<file path="src/rtl/mr_wb_arb_pkg.sv">
// ----------------------------------------------------------------------------
// mr_wb_arb_pkg
//   Shared definitions for the writeback scheduler and the decode tag
//   generator:
//     XLEN / REGSEL  - data width and register-select width
//     WB_SEQ_BITS    - default width of the issue sequence tag
//     t_wb_req       - one buffered writeback {rd, val, seq, jmp}
//     seq_older()    - wrap-safe "a was issued before b" compare
// ----------------------------------------------------------------------------
package mr_wb_arb_pkg;

    localparam int XLEN        = 32;
    localparam int REGSEL      = 5;
    localparam int WB_SEQ_BITS = 4;

    typedef logic [WB_SEQ_BITS-1:0] t_seq;

    // One pending register-file write. rd = 0 means "no architectural write"
    // (stores, pure branches) but the entry still occupies a writeback slot.
    typedef struct packed {
        logic [REGSEL-1:0] rd;
        logic [XLEN-1:0]   val;
        t_seq              seq;
        logic              jmp;
    } t_wb_req;

    // a is older than b when (a - b) mod 2**WB_SEQ_BITS has its MSB set.
    // Correct as long as fewer than 2**(WB_SEQ_BITS-1) results are in flight.
    function automatic logic seq_older(input t_seq a, input t_seq b);
        t_seq diff;
        diff = a - b;
        return diff[WB_SEQ_BITS-1];
    endfunction

endpackage

</file>
<file path="src/rtl/mr_wb_fifo.sv">
// ----------------------------------------------------------------------------
// mr_wb_fifo
//   DEPTH-entry FIFO of t_wb_req with a combinational head view, used to
//   buffer one result producer in front of the writeback arbiter.
//   Ports:
//     clk, rst   - clock, asynchronous active-high reset (pointers only)
//     push, din  - write an entry (ignored while full)
//     pop        - drop the head entry (ignored while empty)
//     full/empty - occupancy flags
//     head       - current oldest entry, valid when !empty
// ----------------------------------------------------------------------------
module mr_wb_fifo
    import mr_wb_arb_pkg::*;
#(
    parameter int DEPTH = 2
) (
    input  logic    clk,
    input  logic    rst,
    input  logic    push,
    input  t_wb_req din,
    input  logic    pop,
    output logic    full,
    output logic    empty,
    output t_wb_req head
);

    localparam int AW = $clog2(DEPTH);

    // One extra pointer bit distinguishes full from empty.
    logic [AW:0] wr_ptr_reg;
    logic [AW:0] rd_ptr_reg;
    t_wb_req     mem_reg [DEPTH];
    logic        do_push;
    logic        do_pop;

    assign full    = (wr_ptr_reg[AW] != rd_ptr_reg[AW]) &&
                     (wr_ptr_reg[AW-1:0] == rd_ptr_reg[AW-1:0]);
    assign empty   = (wr_ptr_reg == rd_ptr_reg);
    // A full FIFO refuses the push even when the head leaves this cycle.
    assign do_push = push & ~full;
    assign do_pop  = pop & ~empty;
    assign head    = mem_reg[rd_ptr_reg[AW-1:0]];

    always_ff @(posedge clk or posedge rst) begin
        if (rst) begin
            wr_ptr_reg <= '0;
            rd_ptr_reg <= '0;
        end else begin
            if (do_push) begin
                wr_ptr_reg <= wr_ptr_reg + 1'b1;
            end
            if (do_pop) begin
                rd_ptr_reg <= rd_ptr_reg + 1'b1;
            end
        end
    end

    // Storage needs no reset: the pointers define which entries are live.
    always_ff @(posedge clk) begin
        if (do_push) begin
            mem_reg[wr_ptr_reg[AW-1:0]] <= din;
        end
    end

endmodule

</file>
<file path="src/rtl/mr_wb_arb.sv">
// ----------------------------------------------------------------------------
// mr_wb_arb
//   Writeback scheduler: shares the single register-file write port and the
//   jmp_done strobe between the ALU/branch path and the load/store unit.
//   Each producer feeds a DEPTH-entry FIFO; the older of the two heads (by
//   issue sequence tag, wrap-safe) is written back, one entry per cycle, so
//   writes to the same register retire in program order.
//   Optional feature macro: MR_WB_PERF_EN adds conflict_cnt, a 32-bit count
//   of cycles in which both FIFO heads were valid.
//   Ports:
//     clk, rst                 - clock, asynchronous active-high reset
//     alu_wb_valid/ready       - ALU handshake
//     alu_wb_reg/val/seq/jmp   - ALU result, tag and branch-resolve flag
//     mem_wb_valid/ready       - load/store handshake
//     mem_wb_reg/val/seq       - LSU result and tag (reg 0 for stores)
//     wb_valid/wb_reg/wb_val   - registered register-file write to decode
//     jmp_done                 - registered one-cycle branch-resolved pulse
//     conflict_cnt             - only with MR_WB_PERF_EN
// ----------------------------------------------------------------------------
module mr_wb_arb
    import mr_wb_arb_pkg::*;
#(
    parameter int DEPTH    = 2,
    // Must match WB_SEQ_BITS: the buffered tag width comes from the package.
    parameter int SEQ_BITS = WB_SEQ_BITS
) (
    input  logic                clk,
    input  logic                rst,
    input  logic                alu_wb_valid,
    output logic                alu_wb_ready,
    input  logic [REGSEL-1:0]   alu_wb_reg,
    input  logic [XLEN-1:0]     alu_wb_val,
    input  logic [SEQ_BITS-1:0] alu_wb_seq,
    input  logic                alu_wb_jmp,
    input  logic                mem_wb_valid,
    output logic                mem_wb_ready,
    input  logic [REGSEL-1:0]   mem_wb_reg,
    input  logic [XLEN-1:0]     mem_wb_val,
    input  logic [SEQ_BITS-1:0] mem_wb_seq,
    output logic                wb_valid,
    output logic [REGSEL-1:0]   wb_reg,
    output logic [XLEN-1:0]     wb_val,
    output logic                jmp_done
`ifdef MR_WB_PERF_EN
    ,
    output logic [31:0]         conflict_cnt
`endif
);

    localparam int JC_W = $clog2(DEPTH + 1);

    t_wb_req   alu_din;
    t_wb_req   mem_din;
    t_wb_req   alu_head;
    t_wb_req   mem_head;
    logic      alu_full;
    logic      alu_empty;
    logic      mem_full;
    logic      mem_empty;
    logic      alu_push;
    logic      mem_push;
    logic      alu_hv;
    logic      mem_hv;
    logic      grant_alu;
    logic      grant_mem;
    logic [JC_W-1:0] jmp_cnt_reg;

    // ------------------------------------------------------------------
    // Accept side
    // ------------------------------------------------------------------
    assign alu_wb_ready = ~alu_full & ~rst;
    assign mem_wb_ready = ~mem_full & ~rst;
    assign alu_push     = alu_wb_valid & alu_wb_ready;
    assign mem_push     = mem_wb_valid & mem_wb_ready;

    assign alu_din = '{rd: alu_wb_reg, val: alu_wb_val,
                       seq: t_seq'(alu_wb_seq), jmp: alu_wb_jmp};
    // The LSU never resolves branches.
    assign mem_din = '{rd: mem_wb_reg, val: mem_wb_val,
                       seq: t_seq'(mem_wb_seq), jmp: 1'b0};

    mr_wb_fifo #(.DEPTH(DEPTH)) u_alu_fifo (
        .clk   (clk),
        .rst   (rst),
        .push  (alu_push),
        .din   (alu_din),
        .pop   (grant_alu),
        .full  (alu_full),
        .empty (alu_empty),
        .head  (alu_head)
    );

    mr_wb_fifo #(.DEPTH(DEPTH)) u_mem_fifo (
        .clk   (clk),
        .rst   (rst),
        .push  (mem_push),
        .din   (mem_din),
        .pop   (grant_mem),
        .full  (mem_full),
        .empty (mem_empty),
        .head  (mem_head)
    );

    // ------------------------------------------------------------------
    // Grant: oldest head first. Equal tags cannot legally occur; if they
    // do, the MEM head wins because seq_older(x, x) is 0.
    // ------------------------------------------------------------------
    assign alu_hv    = ~alu_empty;
    assign mem_hv    = ~mem_empty;
    assign grant_mem = mem_hv & (~alu_hv | ~seq_older(alu_head.seq, mem_head.seq));
    assign grant_alu = alu_hv & ~grant_mem;

    // ------------------------------------------------------------------
    // Registered writeback port
    // ------------------------------------------------------------------
    always_ff @(posedge clk or posedge rst) begin
        if (rst) begin
            wb_valid <= 1'b0;
            wb_reg   <= '0;
            wb_val   <= '0;
            jmp_done <= 1'b0;
        end else begin
            wb_valid <= grant_alu | grant_mem;
            // mem_head.jmp is tied low at the FIFO input.
            jmp_done <= (grant_alu & alu_head.jmp) | (grant_mem & mem_head.jmp);
            if (grant_mem) begin
                wb_reg <= mem_head.rd;
                wb_val <= mem_head.val;
            end else if (grant_alu) begin
                wb_reg <= alu_head.rd;
                wb_val <= alu_head.val;
            end
        end
    end

    // Number of jmp entries currently buffered in the ALU FIFO; decode only
    // ever has one branch outstanding, so this must stay at 0 or 1.
    always_ff @(posedge clk or posedge rst) begin
        if (rst) begin
            jmp_cnt_reg <= '0;
        end else begin
            case ({alu_push & alu_wb_jmp, grant_alu & alu_head.jmp})
                2'b10:   jmp_cnt_reg <= jmp_cnt_reg + JC_W'(1);
                2'b01:   jmp_cnt_reg <= jmp_cnt_reg - JC_W'(1);
                default: jmp_cnt_reg <= jmp_cnt_reg;
            endcase
        end
    end

`ifdef MR_WB_PERF_EN
    always_ff @(posedge clk or posedge rst) begin
        if (rst) begin
            conflict_cnt <= '0;
        end else if (alu_hv & mem_hv) begin
            conflict_cnt <= conflict_cnt + 32'd1;
        end
    end
`endif

    a_unique_tags: assert property (@(posedge clk) disable iff (rst)
        !(alu_hv && mem_hv && (alu_head.seq == mem_head.seq)))
        else $error("mr_wb_arb: both heads carry the same sequence tag");

    a_single_jmp: assert property (@(posedge clk) disable iff (rst)
        jmp_cnt_reg <= JC_W'(1))
        else $error("mr_wb_arb: more than one jmp entry buffered");

endmodule

</file>
<file path="config.mk">
export PLATFORM = sky130hd
export DESIGN_NAME = mr_wb_arb
export DESIGN_NICKNAME = d
export VERILOG_FILES = /design/src/rtl/mr_wb_arb_pkg.sv /design/src/rtl/mr_wb_fifo.sv /design/src/rtl/mr_wb_arb.sv
export SDC_FILE = /design/constraint.sdc
export NUM_CORES = 1
export LEC_CHECK = 0
export CORE_UTILIZATION = 34
export CTS_CLUSTER_DIAMETER = 40
export DETAILED_ROUTE_END_ITERATION = 6
export PLACE_DENSITY_LB_ADDON = 0.05
export SLEW_MARGIN = 30
export SYNTH_ARGS = -nofsm -noshare
export SYNTH_HDL_FRONTEND = slang
export SYNTH_SLANG_ARGS = --single-unit
</file>
<file path="constraint.sdc">
create_clock -name clk -period 5.7 [get_ports clk]
set_input_delay 0.57 -clock clk [delete_from_list [all_inputs] [get_ports clk]]
set_output_delay 0.57 -clock clk [all_outputs]
set_load 0.05 [all_outputs]
</file>
* Yosys cells after proc, flatten, opt, wreduce, memory -nomap -nowiden
Memories as Yosys holds them, arrays and structs flattened. Index checks and enable logic that the tools add are counted.
Word-level totals: output and inout bits 41, bits of input ports 87, register bits 47, memories kept 2, word-level logic and storage cells 54, bits in writable memories 166
Operators by class: reduce and logical (&&, ||, !) cells 3, mux-type cells 8, bitwise gates (word level) 22, add/subtract/negate cells 5, equality and inequality tests 6
Memories:
- u_alu_fifo.mem_reg | depth 2, width 42, rd ports 1, clocked after memory_dff 0, write ports 1, RTL line mr_wb_fifo.sv:32 | t_wb_req mem_reg [DEPTH];
- u_mem_fifo.mem_reg | depth 2, width 41, rd ports 1, clocked after memory_dff 0, write ports 1, RTL line mr_wb_fifo.sv:32
Operators by type and width (number):
- 2-to-1 mux 32 bit | 2
- bitwise AND 1 bit | 11
- 2-to-1 mux 5 bit | 2
- adder 2 x 1 -> 2 bit, second input constant | 4
- inverter 1 bit | 7
- equality test 2 bit | 2
- 2-to-1 mux 1 bit | 4
- subtractor 4 bit | 1
- OR 1 bit | 3
- equality test 1 bit | 2
- logical AND 1 bit | 2
- != test 1 bit | 2
- nonzero test 2 bit | 1
- bitwise AND 1 bit, second input constant | 1

* Logic depth before layout (Yosys ltp)
Gate-level depths: netlist of the first run. An unclocked memory read counts as a cell.
depth after elaboration 9, mapped depth 11, depth with buffers taken out 6

* By module
A second synthesis of the first run with hierarchy kept.
Second synthesis, totals: cell total of the unflattened synthesis 514, area, all modules 8747.1 µm²
Modules (own cells, without submodules):
- mr_wb_fifo | cells an instance 158, instances 2, area an instance 3275.6 µm², sequential area each 2622.5 µm²
- mr_wb_arb | cells an instance 198, instances 1, area an instance 2195.9 µm², sequential area each 975.9 µm²

* Worst setup path after synthesis of the first run
No wires, ideal clock.
path type register -> register, start point reg u_mem_fifo.rd_ptr_reg[0], end point mem u_mem_fifo.mem_reg[0][0] (netlist bit) (enable), path buffers 1, setup slack 1.719 ns, arrival 3.542 ns, stages on the path, launching flop included 7, data required time 5.260 ns, library setup time 0.440 ns, cell sequence dfrtp_1 buf_2 xor2_1 inv_1 a21oi_1 nand2_1 nor2_1
On the way: cells in the longest elaborated chain, start to end 8
RTL lines:
- start: declaration | RTL line mr_wb_fifo.sv:31 | logic [AW:0] rd_ptr_reg;
- start signal: assignment | RTL line mr_wb_fifo.sv:53 | rd_ptr_reg <= rd_ptr_reg + 1'b1;
- equality test 1 bit | RTL line mr_wb_fifo.sv:37 | (wr_ptr_reg[AW-1:0] == rd_ptr_reg[AW-1:0]);
- logical AND 1 bit | RTL line mr_wb_fifo.sv:36 | assign full = (wr_ptr_reg[AW] != rd_ptr_reg[AW]) &&
- inverter 1 bit | RTL line mr_wb_arb.sv:72 | assign mem_wb_ready = ~mem_full & ~rst;
- bitwise AND 1 bit | RTL line mr_wb_arb.sv:72
- net mem_wb_ready | RTL line mr_wb_arb.sv:36 | output logic mem_wb_ready,
- bitwise AND 1 bit | RTL line mr_wb_arb.sv:74 | assign mem_push = mem_wb_valid & mem_wb_ready;
- bitwise AND 1 bit | RTL line mr_wb_fifo.sv:40 | assign do_push = push & ~full;
- 2-to-1 mux 1 bit | RTL line mr_wb_fifo.sv:60 | if (do_push) begin
- 2-to-1 mux 1 bit (not written as such) | RTL line mr_wb_fifo.sv:61 | mem_reg[wr_ptr_reg[AW-1:0]] <= din;
- end: declaration | RTL line mr_wb_fifo.sv:32
The timed path passes the listed nets, and every way through them passes these cells.

* Worst setup path in the final report of the first run
start point reg u_alu_fifo.rd_ptr_reg[0], end point reg wb_val[24]
On the way: cells in the longest elaborated chain, start to end 8
RTL lines:
- start: declaration | RTL line mr_wb_fifo.sv:31
- start signal: assignment | RTL line mr_wb_fifo.sv:53
- memory read (2 x 42 bit)
- subtractor 4 bit | RTL line mr_wb_arb_pkg.sv:31 | diff = a - b;
- inverter 1 bit | RTL line mr_wb_arb.sv:110 | assign grant_mem = mem_hv & (~alu_hv | ~seq_older(alu_head.seq, mem_head.seq));
- OR 1 bit | RTL line mr_wb_arb.sv:110
- bitwise AND 1 bit | RTL line mr_wb_arb.sv:110
- inverter 1 bit | RTL line mr_wb_arb.sv:111 | assign grant_alu = alu_hv & ~grant_mem;
- bitwise AND 1 bit | RTL line mr_wb_arb.sv:111
- nonzero test 2 bit (no source line)
- end signal: assignment | RTL line mr_wb_arb.sv:128 | wb_val <= mem_head.val;
- end signal: assignment | RTL line mr_wb_arb.sv:131 | wb_val <= alu_head.val;
- end: declaration | RTL line mr_wb_arb.sv:42 | output logic [XLEN-1:0] wb_val,
Several ways; a longest one is shown, not always the timed one. The select of a mux whose other input is x is not followed. A chain may end at the register's enable or synchronous reset.

==> results of run 1 <==
[layout by cell type, fill, tap and decap left out, types with 3 or more instances in the layout]
cell and n:
a221oi_2 20, buf_4 6, edfxtp_1 166, clkinv_4 3, nor2_4 4, xor2_1 11
bufinv_16 7, mux2i_1 43, clkbuf_16 37, o21a_1 37, nand2_1 4, a211oi_1 38
dfrtp_1 45, clkbuf_8 6, xnor2_1 4, a21oi_1 3, clkdlybuf4s50_1 127, nor2b_1 37
clkbuf_1 6, nor2_1 37, a221oi_1 17
[per-layer routing]
layer  global-route usage [%]  part of all wire [%]  up-vias
li1                         -                     -     2325
met1                     19.2                    44     2459
met2                     27.2                    50      110
met3                     3.69                   4.3       30
met4                     5.06                   1.8        0
met5                        0                     0        -
[path summary, 6_finish.rpt]
path,startpoint,to,slack [ns],cells after the start
setup / recovery,u_alu_fifo.rd_ptr_reg[0]$_DFFE_PP0P_,wb_val[24]$_DFFE_PP0P_,1.99,7
setup reg to reg,u_alu_fifo.rd_ptr_reg[0]$_DFFE_PP0P_,wb_val[24]$_DFFE_PP0P_,1.99,7
max in group asynchronous,rst,u_alu_fifo.rd_ptr_reg[0]$_DFFE_PP0P_,4.45,3
hold / removal,u_alu_fifo.wr_ptr_reg[1]$_DFFE_PP0N_,u_alu_fifo.wr_ptr_reg[1]$_DFFE_PP0N_,0.48,1
min in group asynchronous,rst,wb_val[22]$_DFFE_PP0P_,0.74,3
hold reg to reg,u_alu_fifo.wr_ptr_reg[1]$_DFFE_PP0N_,u_alu_fifo.wr_ptr_reg[1]$_DFFE_PP0N_,0.48,1
[synthesized netlist by cell type, drive strengths merged]
library cell,n,area [sq um]
a221oi,37,449
xnor2,4,35.0
buf,14,91.3
nor3,1,5.00
ha,2,25.0
o21a,37,278
o211ai,1,7.51
a31oi,2,12.5
nand3,1,5.00
edfxtp,166,4980
nor2b,37,231
o211a,1,10.0
nor4,2,27.5
a21o,1,7.51
a21oi,3,15.0
nand2,5,21.3
mux2i,43,430
a211oi,38,285
nor2,41,154
clkbuf,19,71.3
nor4b,1,8.76
xor2,11,96.3
dfrtp,47,1180
mux2,3,37.5
or2,1,6.26
inv,3,11.3
and3,2,12.5
o21ai,1,5.00
[per-stage QoR]
step	cells	util (%)	worst slack (ns)	cell area (sq um)	power, mW
floorplan	524	-	1.72	8500	4.91
global placement	948	41.4	1.95	10100	5.78
detailed placement	948	41.5	1.92	10100	5.89
CTS	1011	46.8	1.92	11400	8.21
global route	1011	46.8	1.76	11400	8.52
finish	1011	46.8	1.99	11400	8.07
[logic make-up after synthesis]
logic type,count (synthesis)
AOI/OAI and AO/OA,121
and+or+nand+nor,91
buffers and inverters,36
xor gates and xnor gates,15
muxes,46
adders and majority gates,2
DFF,213
[power breakdown]
| part | switching, mW | total (mW) | internal, mW |
|---|---|---|---|
| sequential | 0.348 | 2.47 | 2.13 |
| combinational | 2.08 | 3.32 | 1.24 |
| clock | 0.695 | 2.27 | 1.58 |
[final cells by class]
cell class | instances | share of cell area (%)
clock buffers | 49 | 9.04
multi-input cells | 275 | 19.4
well taps | 324 | 3.55
repair buffers | 133 | 11.5
clock inverters | 14 | 2.29
inverters | 3 | 0.0987
flip-flops and latches | 213 | 54.1
==> impl_metrics.csv, run 1 <==
group,metric,value,unit
global_routing,grt_antenna_before_repair,0,
critical_path,critical_path_type,"flop to flop",
routing,drt_drc_violations_left,0,
critical_path,path_buf_inv,1,
floorplanning,fp.dieW,160,um
power,cellPowerDensity,707,mW/mm^2
power,max-vdd-ir-drop,0.353,mV
cts,clock_insertion_delay_worst_skew,0.49,ns
global_routing,grt_pass1_wl,30.4,mm
global_routing,vias_in_the_first_global_route,5383,
critical_path,crit_slowest_cell,"dfrtp_4",
critical_path,slowest_stage_delay_cp,0.99,ns
floorplanning,floorplan.io_pins,128,
critical_path,crit_family,"flip-flops",
floorplanning,die-height,160,um
power,leakagePower,4.02,nW
yosys,synthSimpleGateAreaFrac,5.55,%
critical_path,cp_cell_sequence,"mux2_2 > ha_1 > a21oi_1 > a211oi_1 > nor3_2 > buf_4 > a221oi_1",
yosys,synth_sequential_area_ratio,72.5,%
cts,number_of_hold_repair_buffers_added_at_the_cts_stage,0,
placed_design,port-buffer-count,127,
cts,clock_root_buffer_master,"clkbuf_16",
yosys,synth_area,0.00850,sq mm
routing,avgRoutedWirePerCell,19.5,um
cts,path_clk_slew,0.05,ns
yosys,postSynthAreaPerCell,16.2,sq um
placed_design,hpwl,12.0,mm
placed_design,place_congestion,0.730,
yosys,post_synth_num_cell_types,34,
final_layout,syn_to_final_growth,34.2,%
global_routing,global_route.overflow_total,0,
timing,fmax,269,MHz
global_routing,grt_max_degree,82,
timing,finalClockSkew,0.0113,ns
critical_path,crit_required,6.03,ns
final_layout,combined_area_of_the_multi_input_logic_cells,0.00222,sq mm
final_layout,antenna_cells,0,
final_layout,nets,751,
timing,rsz_0062_raised_after_global_routing,"no",
routing,dr.first_iter.drc_count,142,
routing,drt_first_pass_iters,4,
final_layout,seq_area,0.00617,sq mm
timing,drv_slew,0,
final_layout,fill_cells,2162,
cts,clk_path_buf_depth,3,
routing,route.antenna.remaining_nets,0,
global_routing,grt_util_all_layers,15.7,%
critical_path,arrival,4.05,ns
yosys,synth_seq_cells,213,
yosys,synth_adder_area_share,0.294,%
yosys,largest_family_of_logic_cells_by_synthesized_area,"compound AO/OA/AOI/OAI gates",
routing,detail_route.vias_per_cell,4.87,
floorplanning,num_rows,57,
yosys,syn_inst,524,
timing,tightestPinTransition,0.937,ns
final_layout,max_ffs_per_register,84,
status,status,"completed",
cts,inserted_clock_buffers,36,
timing,final-setup-viol-count,0,
timing,layout_worst_path_cycle_share,65.1,%
floorplanning,initial_core_utilization,34.9,%
cts,tritoncts,"done",
cts,postCtsSetupRepairBufs,0,
cts,tritoncts_num_sinks,213,
cts,post_cts_resize_count,0,
timing,final-hold-violation-count,0,
routing,detail_route.wirelength,19.7,mm
floorplanning,design.core.area,0.0244,sq mm
yosys,syn-num-nets,613,
yosys,muxShareOfSynthArea,5.50,%
critical_path,timing.critical_path.to_type,"flop",
final_layout,drive_gt1_share,14.3,%
yosys,synth_xor_xnor_area_share,1.55,%
yosys,ys_warn_count,0,
timing,post-route-min-period,3.71,ns
routing,vias,4924,
timing,timing.slew.headroom,37.2,%
timing,totalNegativeSetupSlack,0,ns
run,max_cap_violations,0,
floorplanning,fp.dieArea,0.0256,sq mm
timing,holdWs,0.485,ns
hold_path,hold_path_class,"flop to flop",
critical_path,crit_path_max_fanout,46,
critical_path,start_kind,"flop",
cts,h_tree_levels,2,
yosys,synth_compound_gate_area_share,12.6,%
Note: power is estimated with default switching activity, not from simulation.
==> run 2, diff against run 1 <==
==> constraint.sdc (replaced) <==
create_clock -name clk -period 3.3 [get_ports clk]
set_input_delay 0.33 -clock clk [delete_from_list [all_inputs] [get_ports clk]]
set_output_delay 0.33 -clock clk [all_outputs]
set_load 0.05 [all_outputs]
==> run 2 against run 1 <==
Register-to-register slack got worse by 1.4 ns. Power increased by 71%. Hold slack got worse by 0.13 ns. Sequential share of layout area increased by 0.17 points.
==> impl_metrics.csv, run 2 (synthesis results as in run 1) <==
group,metric,value,unit
status,status,"completed",
routing,route.antenna.remaining_nets,0,
final_layout,max_ffs_per_register,84,
global_routing,grt_antenna_before_repair,0,
final_layout,final_standard_cell_count_with_taps_included_and_fillers_excluded,1019,
cts,h_tree_levels,2,
global_routing,grt_max_degree,44,
cts,number_of_hold_repair_buffers_added_at_the_cts_stage,0,
routing,avgRoutedWirePerCell,19.7,um
final_layout,post-route-util,46.6,%
routing,detail_route.wirelength,20.1,mm
run,max_cap_violations,0,
critical_path,critical_path_type,"flop to primary output",
cts,tritoncts,"done",
final_layout,most-common-layout-cells,"edfxtp_1 (166), clkdlybuf4s50_1 (127), dfrtp_1 (45)",
timing,layout_worst_path_cycle_share,91.3,%
routing,drt_first_pass_iters,6,
timing,drv_slew,0,
power,cellPowerDensity,1210,mW/mm^2
global_routing,grt_util_all_layers,16.1,%
placed_design,port-buffer-count,127,
timing,timing.slew.headroom,36.4,%
floorplanning,num_rows,57,
final_layout,fill_cells,2175,
routing,vias,4973,
timing,rsz_0062_raised_after_global_routing,"no",
final_layout,combined_area_of_the_multi_input_logic_cells,0.00220,sq mm
final_layout,layout_commonest_cell,"edfxtp_1",
global_routing,global_route.overflow_total,0,
critical_path,r2r_cells,7,
placed_design,post-place-cells,957,
final_layout,drive_gt1_share,15.5,%
cts,postCtsSetupRepairBufs,0,
power,max-vdd-ir-drop,0.638,mV
final_layout,postLayoutCellArea,0.0114,sq mm
timing,final-hold-violation-count,0,
floorplanning,fp.dieArea,0.0256,sq mm
global_routing,grt_pass1_wl,30.9,mm
critical_path,arrival,2.68,ns
timing,finalClockSkew,0.00786,ns
final_layout,antenna_cells,0,
timing,tightestPinTransition,0.954,ns
global_routing,vias_in_the_first_global_route,5279,
critical_path,start_kind,"flop",
final_layout,nets,758,
cts,clock_insertion_delay_worst_skew,0.49,ns
critical_path,crit_path_max_fanout,23,
floorplanning,die-height,160,um
floorplanning,floorplan.io_pins,128,
timing,totalNegativeSetupSlack,0,ns
cts,post_cts_resize_count,0,
routing,drt_drc_violations_left,0,
cts,path_clk_slew,0.05,ns
timing,fmax,332,MHz
cts,clock_root_buffer_master,"clkbuf_16",
cts,tritoncts_num_sinks,213,
final_layout,seq_area,0.00617,sq mm
floorplanning,initial_core_utilization,34.9,%
final_layout,syn_to_final_growth,33.8,%
power,leakagePower,4.00,nW
cts,clk_path_buf_depth,3,
critical_path,crit_required,2.97,ns
placed_design,instance_area_at_placement,0.0102,sq mm
floorplanning,design.core.area,0.0244,sq mm
placed_design,dp_slack,0.549,ns
timing,post-route-min-period,3.01,ns
timing,final_critical_path_setup_slack,0.286,ns
cts,inserted_clock_buffers,34,
critical_path,timing.critical_path.to_type,"primary output",
placed_design,place_congestion,0.745,
placed_design,hpwl,12.6,mm
routing,detail_route.vias_per_cell,4.88,
timing,final-setup-viol-count,0,
hold_path,hold_path_class,"input pin to asynchronous set/reset pin",
floorplanning,fp.dieW,160,um
routing,dr.first_iter.drc_count,217,
[run 2: cell type report]
class | instances | area share, %
clock inverters | 19 | 1.52
inverters | 3 | 0.0990
flip-flops and latches | 213 | 54.2
clock buffers | 43 | 8.60
repair buffers | 142 | 12.6
well taps | 324 | 3.56
multi-input cells | 275 | 19.4
[run 2: worst paths after layout]
path	start	end	slack (ns)
hold reg to reg	u_alu_fifo.wr_ptr_reg[1]$_DFFE_PP0N_	u_alu_fifo.wr_ptr_reg[1]$_DFFE_PP0N_	0.48
max in group asynchronous	rst	wb_val[4]$_DFFE_PP0P_	2.15
hold / removal	rst	wb_val[26]$_DFFE_PP0P_	0.35
setup / recovery	u_alu_fifo.rd_ptr_reg[0]$_DFFE_PP0P_	alu_wb_ready	0.29
setup reg to reg	u_alu_fifo.rd_ptr_reg[0]$_DFFE_PP0P_	wb_val[27]$_DFFE_PP0P_	0.58
min in group clk	mem_wb_val[23]	u_mem_fifo.mem_reg[1][27]$_DFFE_PP_	0.42
[run 2: critical path: stages, from the launching register on]
cell and delay [ns]:
dfrtp_4 0.52, buf_4 0.44, xnor2_1 0.11, a21oi_1 0.25
clkdlybuf4s50_1 0.85
[run 2: per-layer routing]
| layer | vias up | routed length, um | GRT usage [%] |
|---|---|---|---|
| met5 | - | 0 | 0 |
| met4 | 0 | 332 | 4.72 |
| met3 | 28 | 882 | 3.95 |
| met2 | 112 | 10300 | 27.9 |
| met1 | 2488 | 8650 | 19.8 |
| li1 | 2345 | - | - |
[run 2: through the flow]
step,total power [mW],hold WS (ns)
finish,13.8,0.353
global route,14.6,0.395
CTS,14.0,0.390
detailed placement,10.4,0.477
global placement,10.3,0.474
floorplan,8.49,0.429
[run 2: power by group]
part / leakage [nW] / switching (mW) / total, mW / internal, mW
clock network: 0.550 / 1.24 / 3.51 / 2.27
registers: 2.05 / 0.355 / 4.03 / 3.67
logic: 1.40 / 3.94 / 6.24 / 2.30
